<file path="src/rtl/alu_pkg.sv">
// rtl/alu_pkg.sv - op codes, FSM states and engine modes shared by alu_seq
package alu_pkg;

    localparam logic [2:0] OP_XOR = 3'b000;
    localparam logic [2:0] OP_ADD = 3'b001;
    localparam logic [2:0] OP_SUB = 3'b010;
    localparam logic [2:0] OP_MUL = 3'b011;
    localparam logic [2:0] OP_DIV = 3'b100;
    localparam logic [2:0] OP_AND = 3'b101;
    localparam logic [2:0] OP_OR  = 3'b110;
    localparam logic [2:0] OP_REM = 3'b111;

    typedef enum logic [1:0] {
        S_IDLE = 2'd0,
        S_CALC = 2'd1,
        S_DONE = 2'd2
    } state_t;

    typedef enum logic {
        MODE_MUL = 1'b0,
        MODE_DIV = 1'b1
    } md_mode_t;

    // Division by zero short-circuits to a fixed result, so only a real divide iterates.
    function automatic logic is_iter_op(input logic [2:0] op, input logic b_zero);
        return (op == OP_MUL) || (((op == OP_DIV) || (op == OP_REM)) && !b_zero);
    endfunction

endpackage

</file>
<file path="src/rtl/alu_muldiv_iter.sv">
// rtl/alu_muldiv_iter.sv - shared shift engine: shift-add multiply, restoring divide
module alu_muldiv_iter
    import alu_pkg::*;
#(
    parameter int WIDTH = 64
) (
    input  logic             clk,
    input  logic             rst,
    input  logic             start,
    input  md_mode_t         mode,
    input  logic [WIDTH-1:0] a,
    input  logic [WIDTH-1:0] b,
    output logic             done,
    output logic [WIDTH-1:0] res_lo,
    output logic [WIDTH-1:0] res_hi
);

    localparam int CNT_W = $clog2(WIDTH) + 1;
    localparam logic [CNT_W-1:0] LAST = CNT_W'(WIDTH - 1);

    logic [2*WIDTH-1:0] acc;
    logic [2*WIDTH-1:0] acc_nxt;
    logic [WIDTH-1:0]   opnd;
    md_mode_t           mode_q;
    logic [CNT_W-1:0]   cnt;
    logic               run;
    logic [WIDTH:0]     sum;
    logic [WIDTH:0]     trial;

    // acc = {hi, lo}: MUL keeps partial product in hi and the unconsumed multiplier in lo;
    // DIV keeps the partial remainder in hi and shifts quotient bits into lo.
    always_comb begin
        sum   = {1'b0, acc[2*WIDTH-1:WIDTH]} + {1'b0, opnd & {WIDTH{acc[0]}}};
        trial = acc[2*WIDTH-1:WIDTH-1] - {1'b0, opnd};
        if (mode_q == MODE_MUL) begin
            acc_nxt = {sum, acc[WIDTH-1:1]};
        end else if (!trial[WIDTH]) begin
            acc_nxt = {trial[WIDTH-1:0], acc[WIDTH-2:0], 1'b1};
        end else begin
            acc_nxt = {acc[2*WIDTH-2:0], 1'b0};
        end
    end

    // The final step is exposed before it lands so the owner can register it on the done edge.
    assign done   = run && (cnt == LAST);
    assign res_lo = acc_nxt[WIDTH-1:0];
    assign res_hi = acc_nxt[2*WIDTH-1:WIDTH];

    always_ff @(posedge clk) begin
        if (rst) begin
            run    <= 1'b0;
            cnt    <= '0;
            acc    <= '0;
            opnd   <= '0;
            mode_q <= MODE_MUL;
        end else if (start) begin
            run    <= 1'b1;
            cnt    <= '0;
            acc    <= {{WIDTH{1'b0}}, a};
            opnd   <= b;
            mode_q <= mode;
        end else if (run) begin
            acc <= acc_nxt;
            if (done) begin
                run <= 1'b0;
                cnt <= '0;
            end else begin
                cnt <= cnt + 1'b1;
            end
        end
    end

endmodule

</file>
<file path="src/rtl/alu_seq.sv">
// rtl/alu_seq.sv - multi-cycle ALU with valid/ready handshake and registered result/flags
module alu_seq
    import alu_pkg::*;
#(
    parameter int WIDTH = 64
) (
    input  logic             clk,
    input  logic             rst,
    input  logic             in_valid,
    output logic             in_ready,
    input  logic [WIDTH-1:0] a_in,
    input  logic [WIDTH-1:0] b_in,
    input  logic [2:0]       sel,
    output logic             out_valid,
    input  logic             out_ready,
    output logic [WIDTH-1:0] result,
    output logic             z_f,
    output logic             o_f,
    output logic             c_f,
    output logic             dz_f,
    output logic             busy
);

    state_t           state;
    state_t           state_nxt;
    logic [2:0]       op_q;
    logic             accept;
    logic             b_zero;
    logic             start_iter;
    md_mode_t         md_mode;
    logic             md_done;
    logic [WIDTH-1:0] md_lo;
    logic [WIDTH-1:0] md_hi;
    logic [WIDTH:0]   add_full;
    logic [WIDTH:0]   sub_full;
    logic [WIDTH-1:0] sc_result;
    logic             sc_o;
    logic             sc_c;
    logic             sc_dz;
    logic [WIDTH-1:0] calc_result;
    logic             calc_o;

    assign in_ready   = (state == S_IDLE);
    assign busy       = (state == S_CALC);
    assign out_valid  = (state == S_DONE);
    assign accept     = in_valid && in_ready;
    assign b_zero     = (b_in == '0);
    assign start_iter = accept && is_iter_op(sel, b_zero);
    assign md_mode    = (sel == OP_MUL) ? MODE_MUL : MODE_DIV;

    alu_muldiv_iter #(
        .WIDTH(WIDTH)
    ) u_muldiv (
        .clk    (clk),
        .rst    (rst),
        .start  (start_iter),
        .mode   (md_mode),
        .a      (a_in),
        .b      (b_in),
        .done   (md_done),
        .res_lo (md_lo),
        .res_hi (md_hi)
    );

    always_comb begin
        state_nxt = state;
        case (state)
            S_IDLE:  if (accept) state_nxt = start_iter ? S_CALC : S_DONE;
            S_CALC:  if (md_done) state_nxt = S_DONE;
            S_DONE:  if (out_ready) state_nxt = S_IDLE;
            default: state_nxt = S_IDLE;
        endcase
    end

    // Subtraction as a + ~b + 1, so no carry out means a borrow.
    always_comb begin
        add_full  = {1'b0, a_in} + {1'b0, b_in};
        sub_full  = {1'b0, a_in} + {1'b0, ~b_in} + 1'b1;
        sc_result = '0;
        sc_o      = 1'b0;
        sc_c      = 1'b0;
        sc_dz     = 1'b0;
        case (sel)
            OP_XOR: sc_result = a_in ^ b_in;
            OP_AND: sc_result = a_in & b_in;
            OP_OR:  sc_result = a_in | b_in;
            OP_ADD: begin
                sc_result = add_full[WIDTH-1:0];
                sc_c      = add_full[WIDTH];
                sc_o      = (a_in[WIDTH-1] == b_in[WIDTH-1]) &&
                            (add_full[WIDTH-1] != a_in[WIDTH-1]);
            end
            OP_SUB: begin
                sc_result = sub_full[WIDTH-1:0];
                sc_c      = !sub_full[WIDTH];
                sc_o      = (a_in[WIDTH-1] != b_in[WIDTH-1]) &&
                            (sub_full[WIDTH-1] != a_in[WIDTH-1]);
            end
            // Only reached with a zero divisor; nonzero divisors go to the engine.
            OP_DIV: begin
                sc_result = '1;
                sc_dz     = 1'b1;
            end
            OP_REM: begin
                sc_result = a_in;
                sc_dz     = 1'b1;
            end
            default: sc_result = '0;
        endcase
    end

    always_comb begin
        calc_result = md_lo;
        calc_o      = 1'b0;
        if (op_q == OP_MUL) begin
            calc_o = |md_hi;
        end else if (op_q == OP_REM) begin
            calc_result = md_hi;
        end
    end

    always_ff @(posedge clk) begin
        if (rst) begin
            state  <= S_IDLE;
            op_q   <= OP_XOR;
            result <= '0;
            z_f    <= 1'b0;
            o_f    <= 1'b0;
            c_f    <= 1'b0;
            dz_f   <= 1'b0;
        end else begin
            state <= state_nxt;
            if (accept) op_q <= sel;
            if (accept && !start_iter) begin
                result <= sc_result;
                z_f    <= (sc_result == '0);
                o_f    <= sc_o;
                c_f    <= sc_c;
                dz_f   <= sc_dz;
            end else if (busy && md_done) begin
                result <= calc_result;
                z_f    <= (calc_result == '0);
                o_f    <= calc_o;
                c_f    <= 1'b0;
                dz_f   <= 1'b0;
            end
        end
    end

endmodule
</file>
<file path="config.mk">
export PLATFORM = sky130hd
export DESIGN_NAME = alu_seq
export DESIGN_NICKNAME = d
export VERILOG_FILES = /design/src/rtl/alu_pkg.sv /design/src/rtl/alu_muldiv_iter.sv /design/src/rtl/alu_seq.sv
export SDC_FILE = /design/constraint.sdc
export NUM_CORES = 2
export LEC_CHECK = 0
export CORE_MARGIN = 1
export CORE_UTILIZATION = 45
export DETAILED_ROUTE_END_ITERATION = 10
export PLACE_DENSITY = 0.62
export SETUP_SLACK_MARGIN = 0.15
export SYNTH_ARGS = -nofsm -noshare
export SYNTH_HDL_FRONTEND = slang
export SYNTH_SLANG_ARGS = --single-unit
</file>
<file path="constraint.sdc">
create_clock -name clk -period 9.92 [get_ports clk]
set_input_delay 1.984 -clock clk [delete_from_list [all_inputs] [get_ports clk]]
set_output_delay 1.984 -clock clk [all_outputs]
set_load 0.005 [all_outputs]
</file>
Word-level counts from Yosys, hierarchy flattened. Cells that the tools add are included. Widths: inputs -> output; s select.

Mux-type cells: 30. Add/sub/neg operators: 6. Equality and inequality tests: 19. Reduce and logical (&&, ||, !) cells: 24. Bitwise operators: 5.

Operator list (count): $pmux 64 s7 (1); $mux 64 (6); $mux 128 (2); $add 64x64->65 (3); $logic_not 64->1 (3); $and 64x64->64 (2); $add 65x1->65 const B (1); $sub 65x64->65 (1); $not 64->64 (1); $or 64x64->64 (1); $reduce_or 64->1 (1); $xor 64x64->64 (1); $eq 3x3->1 const B (5); $mux 1 (13); $eq 3x2->1 const B (3); $logic_and 1x1->1 (8); $mux 2 (4); $add 7x1->7 const B (1); $eq 7x6->1 const B (1); $mux 7 (1); $ne 2x1->1 const B (3); $pmux 2 s3 (1); $pmux 1 s2 (2); $reduce_bool 2->1 (2); 11 further kinds (17).

Register bits: 274. Word-level logic and storage cells: 97.

Depth between registers and ports, before layout.
Word-level depth: 8. Mapped depth: 22. Mapped depth without buffers: 18.

Cells and area by module. A second synthesis with hierarchy kept.

Cell total of the unflattened synthesis: 5189. Area, all modules: 35868.2 um^2.

By module, submodules not included: alu_muldiv_iter (area an instance 18494.0 um^2, cells each 2576, times used 1); alu_seq (area an instance 17374.2 um^2, cells each 2613, times used 1).

Worst setup path after synthesis. No wires, ideal clock.

Kind: input -> register. Start point: input a_in[14]. End point: register z_f. Arrival time: 5648 ps. Library setup time: 59 ps. Data required time: 9861 ps. Stages on the path: 16. Path buffers: 0. Slack: 4213 ps. Cells stage by stage: inv_1 > ha_1 > or2_2 > o311ai_0 > o21ai_0 > or3b_2 > a311oi_2 > a21oi_1 > o311ai_0 > a2111oi_0 > a211oi_1 > nand4_1 > a2111oi_0 > and4_1 > a41oi_1 > nand2_1.

Longest elaborated chain between the ends: 5.

Ends and longest elaborated chain: start: declaration (RTL line alu_seq.sv:11) `input logic [WIDTH-1:0] a_in,`; $add 64x64->65 (RTL line alu_seq.sv:78) `sub_full = {1'b0, a_in} + {1'b0, ~b_in} + 1'b1;`; $add 65x1->65 (RTL line alu_seq.sv:78); $pmux 64 s7 * (RTL line alu_seq.sv:83) `case (sel)`; $logic_not 64->1 * (RTL line alu_seq.sv:136) `z_f <= (sc_result == '0);`; $mux 1 * (RTL line alu_seq.sv:134) `if (accept && !start_iter) begin`; end signal: assignment (RTL line alu_seq.sv:136); end signal: assignment (RTL line alu_seq.sv:142) `z_f <= (calc_result == '0);`; end: declaration (RTL line alu_seq.sv:17) `output logic z_f,`.

Every way passes the cells marked *; elsewhere a longest branch is shown, timed or not. A chain may end at the register's enable or synchronous reset.

Worst setup path after layout.
Start point: input b_in[0]. End point: register z_f.

Longest elaborated chain between the ends: 8.

Ends and longest elaborated chain: start: declaration (RTL line alu_seq.sv:12) `input logic [WIDTH-1:0] b_in,`; branches (longest 8 deep; another with $add 64x64->65).

Several ways; the timed one is not identified.

==> flow_summary_export.csv <==
group,metric,value,unit
synth,ys_async_sr_fraction,0,%
min_path,hold_end,"u_muldiv.cnt[6]",
synth,ys.warnings.count,0,
timing,timing.final.hold_violations,0,
cells_and_area,fin_nets,5794,
cts,cts_tree,"yes",
synth,syn-instance-count,5361,
cts,clk_path_buf_depth,3,
min_path,hold_path_class,"reg -> reg",
cts,worst_skew_pair.late_latency,0.57,ns
setup_path,cp-start-kind,"input pin",
cts,clock_sinks,274,
timing,setup_viol,0,
pwr,powerDensity,133,mW/mm²
synth,synth_area,0.0364,mm²
setup_path,path_cells,"clkdlybuf4s50_1, ha_1, inv_1, fa_1, nor2b_1, o311ai_1, a211oi_1, o21ai_0, and2_1, o21ai_0, a2111oi_0, nand3_1, nor4_1, nand4_1, or4_1, nor4_1, a41oi_1, nand2_1",
cts,post_cts_buffers,0,
grt,grt_overflow,0,
cts,cts_buffers,34,
cells_and_area,syn_to_final_growth,10.6,%
synth,ys_dominant_reg_cell,"dfxtp_1",
pwr,pwr-share-clk,25.8,%
place,dp_hpwl,150000,µm
routing,wl,191000,µm
timing,period_needed,7.89,ns
setup_path,path_max_fanout,6,
timing,min_period_over_period,79.6,%
timing,worst_slew_pin_slew,1.67,ns
floorplanning,die_area,0.0820,mm²
synth,synth_top_area_share,15.1,%
synth,yosys.area.top_type,"dfxtp_1",
synth,synthDistinctLibCells,100,
synth,synth_area_leaders,"dfxtp_1 15%, ha_1 12%, a21oi_1 8.8%, nor2_1 6.0%, nand2_1 5.7%",
routing,vias,43800,
synth,synth_edf_count,0,
setup_path,critPathKind,"in -> reg",
floorplanning,initial_core_util,45.8,%
place,dp_slack,1.83,ns
timing,finalSetupTns,0,ns
grt,track_usage,44.7,%
setup_path,r2r-start,"u_muldiv.acc[63]",
synth,ys_ff_latch,274,
setup_path,end_kind,"flop",
routing,wire_per_inst,29.9,µm
synth,synth_area_per_cell,6.79,µm²
min_path,hold_depth,2,
routing,drc,0,
routing,drtIter0Drc,5464,
setup_path,crit_family,"compound AO/OA/AOI/OAI gates",
pwr,power,5.37,mW
pwr,ir_worst_vdd,0.142,mV
run,cap_violations,1,
status,status,"finished, violations left",
synth,synth_fp_nets,5836,
grt,grt_max_degree,127,
floorplanning,coreArea,0.0795,mm²
setup_path,reg2reg_slack,2.65,ns
min_path,holdCritStartpoint,"u_muldiv.cnt[6]",
routing,viasPerCell,6.86,
cts,cts_resized,0,
synth,synth_common_cells,"641 x a21oi_1, 584 x nor2_1, 554 x nand2_1",
pwr,p_sw,2.49,mW
cts,h-tree-depth,2,
synth,ys_seq_area_share,15.1,%
place,routabilityCongestion,1.04,
pwr,p_comb_share,50.3,%
floorplanning,row_count,103,
pwr,p_sw_share,46.4,%
cts,path_clk_slew,0.07,ns
floorplanning,ios,206,
place,port_buffers,205,
synth,synth.most_common_cell,"a21oi_1",
place,dpl_cell_area,0.0391,mm²
timing,max_clock_freq,127,MHz
timing,relSlewSlack,-12.0,%
routing,dr.pass1.iters,6,
pwr,p_int,2.88,mW
grt,grt_pass1_vias,39800,
timing,finClkSkew,0.0257,ns
pwr,seqPwrFrac,23.9,%
setup_path,critPathRequiredTime,10.42,ns
cts,holdBufCountCts,0,
timing,drv_slew,2,
setup_path,cp_slowest_cell,"a2111oi_0",
floorplanning,dieWidth,286,µm
cells_and_area,final_area,0.0403,mm²
setup_path,crit_arrival,8.39,ns
routing,detail-route-antenna-nets,0,
grt,antenna_found_initial,7,
setup_path,r2r_cells,18,
setup_path,cp_slowest_stage_delay,1.13,ns
pwr,cellLeakagePower,16.3,nW
cts,root_buffer,"clkbuf_16",
cells_and_area,final_layout_size_suffix_gt1_share,4.57,%
timing,grt_setup_unrepaired,"no",
floorplanning,fp.dieH,286,µm
setup_path,path_buf_inv,2,
grt,grt_pass1_wl,274000,µm
setup_path,r2r_end,"o_f",
timing,setup_slack,2.03,ns
status,violations,"max-capacitance violations, max-slew violations",
final cells by class:
class | instances | area, µm²
diodes | 2 | 5.00
clock buffers | 44 | 993
clock inverters | 16 | 208
fillers | 8218 | 39200
inverters | 318 | 1190
multi-input cells | 4410 | 28400
flip-flops and latches | 274 | 5490
well taps | 1050 | 1310
repair buffers | 281 | 2650
registers in the layout, summed over array words and instances (netlist names), 2 cells and up:
| register | flops |
|---|---|
| u_muldiv.acc | 128 |
| result | 64 |
| u_muldiv.opnd | 64 |
| u_muldiv.cnt | 7 |
| op_q | 3 |
| state | 2 |
cells by family (layout without fill, tap and decap cells):
group | after synthesis | after routing | synth area share (%)
and+or+nand+nor | 1883 | 1883 | 24.2
xor gates and xnor gates | 116 | 116 | 2.79
muxes | 182 | 182 | 5.10
other | 0 | 2 | 0
AOI/OAI and AO/OA | 1889 | 1889 | 34.0
adders and majority gates | 340 | 340 | 11.8
DFF | 274 | 274 | 15.1
buffers and inverters | 677 | 659 | 7.12
cells in the final DEF (no fill, tap or decap), types with 70 or more instances in the layout:
master,count
nor3_1,107
o21ai_0,289
dfxtp_1,272
inv_1,314
a21oi_1,640
nand2_1,550
ha_1,336
buf_4,75
mux2i_1,162
and2_1,95
clkdlybuf4s50_1,201
a21o_1,95
a211oi_1,152
xnor2_1,74
nor4_1,77
nor2_1,579
o211ai_1,70
nand4_1,119
nand3_1,104
power by group through the flow:
stage / logic, mW / clock network [mW] / registers (mW)
2_1_floorplan: 1.66 / 0 / 1.25
3_3_place_gp: 2.58 / 0 / 1.30
3_5_place_dp: 2.58 / 0 / 1.30
4_1_cts: 2.60 / 1.38 / 1.28
5_1_grt: 2.85 / 1.43 / 1.29
6_report: 2.70 / 1.39 / 1.28
worst min-delay path, stage by stage, from the launching register on:
cell and delay (ns):
dfxtp_1 0.31, o21ai_0 0.07, nor2_1 0.04
layer usage:
layer	vias to the layer above	routed length [µm]	track usage, %
met3	550	21100	10.6
met5	-	84	0
li1	19600	-	-
met1	20900	75800	57.1
met4	14	14200	27.8
met2	2769	79800	67.5
stage by stage:
step                cells  hold WS, ns  util (%)
finish               6395        0.457      50.6
global route         6393        0.483      50.6
CTS                  6393        0.458      50.6
detailed placement   6333        0.447      49.1
global placement     6333        0.440      49.1
floorplan            5361        0.429         -
worst max path at each step:
stage	slack, ns	to	start	cells past startpoint
after floorplan	4.21	z_f	a_in[14]	16
after global placement	1.38	z_f	b_in[57]	15
after detailed placement	1.83	z_f	b_in[0]	18
after CTS	2.38	z_f	b_in[0]	18
after global routing	2.03	z_f	b_in[0]	18
final	2.03	z_f	b_in[0]	18
No activity file was read; power rests on OpenSTA's default activity.
